File: src/rtl/preamble_wave_gen_pkg.sv
// Shared definitions for the Gen2 tag preamble waveform generator.
package preamble_wave_gen_pkg;

    // Mode encoding for the m input.
    localparam logic [1:0] MODE_FM0 = 2'd0;
    localparam logic [1:0] MODE_M2  = 2'd1;
    localparam logic [1:0] MODE_M4  = 2'd2;
    localparam logic [1:0] MODE_M8  = 2'd3;

    // Sync symbols, MSB is the first symbol sent.
    localparam logic [5:0] FM0_SYNC      = 6'b101001;
    localparam logic [5:0] FM0_VIOL_MASK = 6'b000010;
    localparam logic [5:0] MIL_SYNC      = 6'b010111;

    typedef enum logic [1:0] {IDLE, SEND, FIN} state_t;

    // Halves per bit: 2 for FM0, 2*M for Miller.
    function automatic logic [4:0] bit_halves(input logic [1:0] mode);
        logic [4:0] h;
        case (mode)
            MODE_M2: h = 5'd4;
            MODE_M4: h = 5'd8;
            MODE_M8: h = 5'd16;
            default: h = 5'd2;
        endcase
        return h;
    endfunction

endpackage

File: src/rtl/preamble_line_encoder.sv
// Line encoder: turns one half-symbol description per cycle into the registered
// FM0 or Miller baseband level. Holds the baseband (b) and subcarrier (sc) state.
module preamble_line_encoder
    import preamble_wave_gen_pkg::*;
(
    input  logic       clk,
    input  logic       reset,
    input  logic       emit,       // a half is produced on this edge; otherwise clear
    input  logic       bit_val,
    input  logic       viol,
    input  logic [3:0] half,
    input  logic [4:0] halves,
    input  logic       first_bit,
    input  logic [1:0] mode,
    output logic       tx
);

    logic b_q, b_d;
    logic sc_q, sc_d;
    logic prev_q, prev_d;
    logic tx_q, tx_d;

    // Next baseband, subcarrier and output level for the half being emitted.
    always_comb begin
        b_d    = b_q;
        sc_d   = sc_q;
        prev_d = prev_q;
        tx_d   = 1'b0;
        if (emit) begin
            if (mode == MODE_FM0) begin
                if (half == 4'd0 && !viol) b_d = ~b_d;
                if (half == 4'd1 && (!bit_val || viol)) b_d = ~b_d;
                sc_d = 1'b0;
                tx_d = b_d;
            end else begin
                // prev_q still holds the previous bit at half 0 of a new bit.
                if (half == 4'd0 && !first_bit && !bit_val && !prev_q) b_d = ~b_d;
                if ({1'b0, half} == (halves >> 1) && bit_val) b_d = ~b_d;
                sc_d = (first_bit && half == 4'd0) ? 1'b0 : ~sc_q;
                tx_d = 1'b1 ^ b_d ^ sc_d;
            end
            prev_d = bit_val;
        end else begin
            b_d    = 1'b0;
            sc_d   = 1'b0;
            prev_d = 1'b0;
        end
    end

    // Encoder state registers.
    always_ff @(posedge clk or posedge reset) begin
        if (reset) begin
            b_q    <= 1'b0;
            sc_q   <= 1'b0;
            prev_q <= 1'b0;
            tx_q   <= 1'b0;
        end else begin
            b_q    <= b_d;
            sc_q   <= sc_d;
            prev_q <= prev_d;
            tx_q   <= tx_d;
        end
    end

    assign tx = tx_q;

endmodule

File: src/rtl/preamble_wave_gen.sv
// Gen2 tag preamble generator: sequences pilot and sync symbols half by half
// and drives the line encoder. One clk cycle is one half subcarrier period.
module preamble_wave_gen
    import preamble_wave_gen_pkg::*;
#(
    parameter int unsigned FM0_PILOT       = 12,
    parameter int unsigned MIL_PILOT_SHORT = 4,
    parameter int unsigned MIL_PILOT_LONG  = 16,
    parameter int unsigned BIT_W           = 5
) (
    input  logic       clk,
    input  logic       reset,
    input  logic       start,
    input  logic [1:0] m,
    input  logic       trext,
    input  logic       abort,
    output logic       tx,
    output logic       violation,
    output logic       active,
    output logic       done
);

    state_t           state_q;
    logic [1:0]       m_q;
    logic             trext_q;
    logic [3:0]       half_q;
    logic [BIT_W-1:0] bit_q;
    logic             active_q;
    logic             done_q;
    logic             viol_q;

    logic [1:0]       mode_s;
    logic             trext_s;
    logic [4:0]       halves;
    logic [BIT_W-1:0] pilot;
    logic             is_last;
    logic             last_half;
    logic [3:0]       nxt_half;
    logic [BIT_W-1:0] nxt_bit;
    logic             emit;
    logic             nxt_val;
    logic             nxt_viol;
    logic [2:0]       sync_idx;
    logic [5:0]       sync_sh;

    // Work out which half goes out on the coming edge and what symbol it belongs to.
    always_comb begin
        // In IDLE the start edge already emits, so use the live mode inputs.
        mode_s  = (state_q == IDLE) ? m : m_q;
        trext_s = (state_q == IDLE) ? trext : trext_q;
        halves  = bit_halves(mode_s);
        if (mode_s == MODE_FM0) pilot = trext_s ? BIT_W'(FM0_PILOT) : '0;
        else pilot = trext_s ? BIT_W'(MIL_PILOT_LONG) : BIT_W'(MIL_PILOT_SHORT);

        last_half = ({1'b0, half_q} == halves - 5'd1);
        is_last   = last_half && (bit_q == pilot + BIT_W'(5));

        if (state_q == IDLE) begin
            nxt_half = 4'd0;
            nxt_bit  = '0;
        end else if (last_half) begin
            nxt_half = 4'd0;
            nxt_bit  = bit_q + BIT_W'(1);
        end else begin
            nxt_half = half_q + 4'd1;
            nxt_bit  = bit_q;
        end

        emit = !abort && ((state_q == IDLE && start) || (state_q == SEND && !is_last));

        sync_idx = 3'(nxt_bit - pilot);
        sync_sh  = ((mode_s == MODE_FM0) ? FM0_SYNC : MIL_SYNC) << sync_idx;
        if (nxt_bit < pilot) begin
            nxt_val  = 1'b0;
            nxt_viol = 1'b0;
        end else begin
            nxt_val  = sync_sh[5];
            nxt_viol = (mode_s == MODE_FM0) && ((FM0_VIOL_MASK << sync_idx) != 6'd0) &&
                       sync_idx == 3'd4;
        end
    end

    // Sequencing FSM with registered handshake outputs.
    always_ff @(posedge clk or posedge reset) begin
        if (reset) begin
            state_q  <= IDLE;
            m_q      <= MODE_FM0;
            trext_q  <= 1'b0;
            half_q   <= 4'd0;
            bit_q    <= '0;
            active_q <= 1'b0;
            done_q   <= 1'b0;
            viol_q   <= 1'b0;
        end else if (abort) begin
            state_q  <= IDLE;
            half_q   <= 4'd0;
            bit_q    <= '0;
            active_q <= 1'b0;
            done_q   <= 1'b0;
            viol_q   <= 1'b0;
        end else begin
            case (state_q)
                IDLE: begin
                    done_q <= 1'b0;
                    if (start) begin
                        state_q  <= SEND;
                        m_q      <= m;
                        trext_q  <= trext;
                        half_q   <= nxt_half;
                        bit_q    <= nxt_bit;
                        active_q <= 1'b1;
                        viol_q   <= nxt_viol;
                    end
                end
                SEND: begin
                    if (is_last) begin
                        state_q  <= FIN;
                        half_q   <= 4'd0;
                        bit_q    <= '0;
                        active_q <= 1'b0;
                        viol_q   <= 1'b0;
                        done_q   <= 1'b1;
                    end else begin
                        half_q <= nxt_half;
                        bit_q  <= nxt_bit;
                        viol_q <= nxt_viol;
                    end
                end
                FIN: begin
                    state_q <= IDLE;
                    done_q  <= 1'b0;
                end
                default: begin
                    state_q  <= IDLE;
                    active_q <= 1'b0;
                    done_q   <= 1'b0;
                    viol_q   <= 1'b0;
                end
            endcase
        end
    end

    preamble_line_encoder u_enc (
        .clk       (clk),
        .reset     (reset),
        .emit      (emit),
        .bit_val   (nxt_val),
        .viol      (nxt_viol),
        .half      (nxt_half),
        .halves    (halves),
        .first_bit (nxt_bit == '0),
        .mode      (mode_s),
        .tx        (tx)
    );

    assign violation = viol_q;
    assign active    = active_q;
    assign done      = done_q;

endmodule
File: config.mk
export PLATFORM = sky130hd
export DESIGN_NAME = preamble_wave_gen
export DESIGN_NICKNAME = d
export VERILOG_FILES = /design/src/rtl/preamble_wave_gen_pkg.sv /design/src/rtl/preamble_line_encoder.sv /design/src/rtl/preamble_wave_gen.sv
export SDC_FILE = /design/constraint.sdc
export NUM_CORES = 1
export LEC_CHECK = 0
export CAP_MARGIN = 20
export CORE_MARGIN = 8
export CORE_UTILIZATION = 59
export CTS_CLUSTER_DIAMETER = 120
export DETAILED_ROUTE_END_ITERATION = 10
export PLACE_DENSITY = 0.85
export SYNTH_ARGS = -nofsm -noshare
export SYNTH_HDL_FRONTEND = slang
export SYNTH_SLANG_ARGS = --single-unit
export TNS_END_PERCENT = 30
File: constraint.sdc
create_clock -name clk -period 4.26 [get_ports clk]
set_input_delay 0.852 -clock clk [delete_from_list [all_inputs] [get_ports clk]]
set_output_delay 0.852 -clock clk [all_outputs]
set_load 0.01 [all_outputs]
==> flow_metrics.py, run 1 <==
metrics = {
    "status": {
        "outcome": "finished clean",
    },
    "cts": {
        "cts.sinks": 21,
        "path_clk_slew_ns": 0.13,
        "cts-buffers-inserted": 3,
        "cts_htree_levels": 1,
        "clock_path_buffers": 2,
        "cts_root_buf": "clkbuf_4",
        "tritoncts": "built",
        "clkLatencyLatePin_ns": 0.32,
        "cts_resized": 0,
        "hold_buffers": 0,
        "post-cts-setup-buffers": 0,
    },
    "drt": {
        "routed_via_density": 6.46,
        "wl_met2_um": 2020,
        "routed.top_layer": "met4",
        "first_iter_violations": 125,
        "routedWlPerCell_um": 17.6,
        "drc": 0,
        "drtPass1Iterations": 4,
        "wl_um": 4230,
        "wl_met3_um": 255,
        "ant_nets": 0,
        "wl_met1_um": 1840,
        "dr_total_vias": 1551,
    },
    "placement": {
        "portBuffers": 10,
        "gp_congestion": 0.937,
        "place_area_um2": 1940,
        "place_hpwl_um": 3290,
    },
    "logic_synthesis": {
        "ys_seq_area_share_pct": 29.7,
        "ys_seq_elements": 21,
        "synth_nets": 209,
        "synth_edf_count": 0,
        "syn-instance-count": 192,
        "synth.area.top_cells": "dfrtp_1 30%, ha_1 7.1%, nor2_1 4.0%",
        "yosys_warnings": 0,
        "synth_top_area_share_pct": 29.7,
        "yosys_most_used_dff": "dfrtp_1",
        "synth_area_um2": 1770,
        "yosysUniqueCellTypes": 61,
        "synth-async-reset-ratio_pct": 100,
        "synth.avg_cell_area_um2": 9.23,
        "synth_top_area_cell": "dfrtp_1",
    },
    "timing": {
        "clock.fmax_mhz": 247,
        "finalCritPeriodShare_pct": 94.9,
        "setup_viol": 0,
        "finalHoldViolCount": 0,
        "relSlewSlack_pct": 44.4,
        "timing.final.crit_period_ns": 4.04,
        "rsz0062_at_grt": "false",
        "worst_pin_slew_ns": 0.833,
        "drv_slew": 0,
        "finalClockSkew_ns": 0.0114,
    },
    "finish": {
        "finalNetCount": 225,
        "final_core_util_pct": 66.7,
        "stdcell_area_um2": 1970,
        "nFillCells": 246,
        "syn2layout_area_growth_pct": 11.1,
        "antenna_cells": 0,
        "drive_above_1_share_pct": 15.9,
    },
    "floorplanning": {
        "die_w_um": 70.8,
        "start_util_pct": 60.0,
        "rows": 20,
        "ioPinCount": 11,
        "dieArea_um2": 5010,
        "core_um2": 2950,
        "fp.dieH_um": 70.8,
    },
    "setup_path": {
        "critPathCaptureType": "flop",
        "worstPathArrival_ns": 4.29,
        "crit_buf_inv": 3,
        "required_ns": 4.51,
        "crit_fanout": 6,
        "critPathTopFamily": "compound AO/OA/AOI/OAI gates",
        "reg2reg_depth": 12,
        "crit_slowest_cell": "or4_1",
        "setup.worst_path.class": "in2reg",
        "critPathLaunchType": "input port",
        "rrSetupSlack_ns": 0.50,
        "r2r_start": "state_q[0]$_DFFE_PP0P_",
        "crit_path_cell_trace": "clkdlybuf4s50_1 > or4_1 > o31a_4 > clkinv_4 > a32oi_4 > a2111o_1 > o21ai_1 > inv_1 > ha_1 > a2111oi_1 > o21a_1 > o211ai_1 > xor2_1 > o2bb2ai_1",
        "timing.rr.end": "u_enc.b_q$_DFF_PP0_",
        "cp_slowest_stage_delay_ns": 0.51,
    },
    "grt": {
        "antenna_found_initial": 0,
        "grt_max_degree": 22,
        "gr-total-overflow": 0,
        "grt_pass1_wl_um": 7310,
        "first_global_vias": 1521,
        "track_usage_pct": 17.9,
    },
    "pwr": {
        "p_leak_nw": 0.799,
        "worst_ir_drop_vdd_mv": 0.201,
        "powerDensity_nw_per_um2": 269,
    },
    "worst_hold_path": {
        "holdPathStages": 1,
        "holdCritPathClass": "reg2reg",
        "worst_hold_startpoint": "violation$_DFFE_PP0P_",
        "min_to": "violation$_DFFE_PP0P_",
    },
    "job": {
        "max_cap_viol_count": 0,
    },
}
==> cell usage after synthesis, types with 2 or more instances <==
cell type / instances
a2111o_1: 2
a211oi_2: 2
a21oi_1: 11
a21oi_2: 2
a22o_1: 4
and2_1: 3
buf_6: 2
clkbuf_1: 6
dfrtp_1: 21
ha_1: 10
inv_1: 13
mux2_2: 2
mux2i_1: 3
nand2_1: 13
nand2b_1: 4
nand3_1: 5
nand4_1: 3
nor2_1: 19
nor2b_1: 4
nor3_1: 4
nor4b_2: 2
o211ai_1: 2
o21a_1: 2
o21ai_0: 5
o21ai_1: 3
o2bb2ai_1: 2
o31ai_1: 2
o32a_1: 2
or4_1: 2
xnor2_1: 5
xor2_1: 2
==> worst max path at each step <==
stage,startpoint,end,depth (start not counted)
floorplan,m[0],u_enc.tx$_DFF_PP0_,14
global placement,m[0],u_enc.tx$_DFF_PP0_,15
detailed placement,m[0],u_enc.b_q$_DFF_PP0_,14
CTS,m[0],u_enc.b_q$_DFF_PP0_,14
global route,m[1],u_enc.b_q$_DFF_PP0_,13
finish,m[0],u_enc.b_q$_DFF_PP0_,14
==> state kept, by name, summed over array words and instances, names as in the netlist <==
signal        count
done              1
u_enc.tx          1
u_enc.sc_q        1
u_enc.prev_q      1
half_q            4
state_q           2
m_q               2
u_enc.b_q         1
bit_q             5
trext_q           1
violation         1
active            1
==> worst register-to-register path, stage by stage, from the launching register on <==
cell and delay [ns]:
dfrtp_1 0.55, or2_1 0.36, o21ai_1 0.39, a32oi_4 0.22, a2111o_1 0.45, o21ai_1 0.15
inv_1 0.09, ha_1 0.31, a2111oi_1 0.40, o21a_1 0.26, o211ai_1 0.14, xor2_1 0.23
o2bb2ai_1 0.15
==> cells in the final DEF, fill, tap and decap left out, types with 5 or more instances in the layout <==
cell / instances
a21oi_1: 11
buf_4: 10
clkdlybuf4s50_1: 10
dfrtp_1: 21
ha_1: 10
inv_1: 13
nand2_1: 13
nand3_1: 5
nor2_1: 19
o21ai_0: 5
xnor2_1: 5
==> final cells by class <==
cell class / instances / area [µm²] / area share [%]
Timing Repair Buffer: 20 / 175 / 8.90
Inverter: 14 / 57.6 / 2.92
Clock buffer: 3 / 22.5 / 1.14
Tap cell: 33 / 41.3 / 2.10
Sequential cell: 21 / 526 / 26.7
Clock inverter: 1 / 7.51 / 0.381
Multi-Input combinational cell: 148 / 1140 / 57.9
==> power breakdown <==
| group | switching [mW] | total, mW | internal, mW |
|---|---|---|---|
| Sequential | 0.0195 | 0.233 | 0.213 |
| Clock | 0.0672 | 0.103 | 0.0359 |
| Combinational | 0.108 | 0.194 | 0.0861 |
| Total | 0.195 | 0.530 | 0.335 |
==> routing by layer <==
layer / vias to the layer above / GRT usage [%]
met5: - / 0
met4: 0 / 7.85
met3: 13 / 2.82
met2: 59 / 28.9
met1: 734 / 23.0
li1: 745 / -
==> cell families (layout without fill, tap and decap cells) <==
group | after synthesis | in the layout | share of synthesized area, %
xor gates and xnor gates | 8 | 8 | 4.80
AOI/OAI and AO/OA | 58 | 58 | 28.8
and+or+nand+nor | 67 | 67 | 20.6
adders and majority gates | 10 | 10 | 7.06
buffers and inverters | 23 | 38 | 6.07
muxes | 5 | 5 | 2.97
DFF | 21 | 21 | 29.7
==> through the flow <==
| step | power, mW | cells | worst slack (ns) | TNS [ns] | hold slack (ns) |
|---|---|---|---|---|---|
| after global routing | 0.561 | 240 | 0.0404 | 0 | 0.569 |
| after floorplan | 0.371 | 192 | 0.540 | 0 | 0.480 |
| after global placement | 0.418 | 236 | 0.0571 | 0 | 0.494 |
| after detailed placement | 0.428 | 236 | -0.0906 | -0.160 | 0.510 |
| final | 0.530 | 240 | 0.216 | 0 | 0.538 |
| after CTS | 0.531 | 240 | 0.241 | 0 | 0.539 |
Power figures use the tool's default switching activity.
==> inputs of run 2 (changes only) <==
Settings changed: CTS_BUF_LIST set to sky130_fd_sc_hd__clkbuf_4 sky130_fd_sc_hd__clkbuf_8 sky130_fd_sc_hd__clkbuf_16.
==> results of run 2 <==
The final DEF is identical to that of run 1; final timing and power are the same.
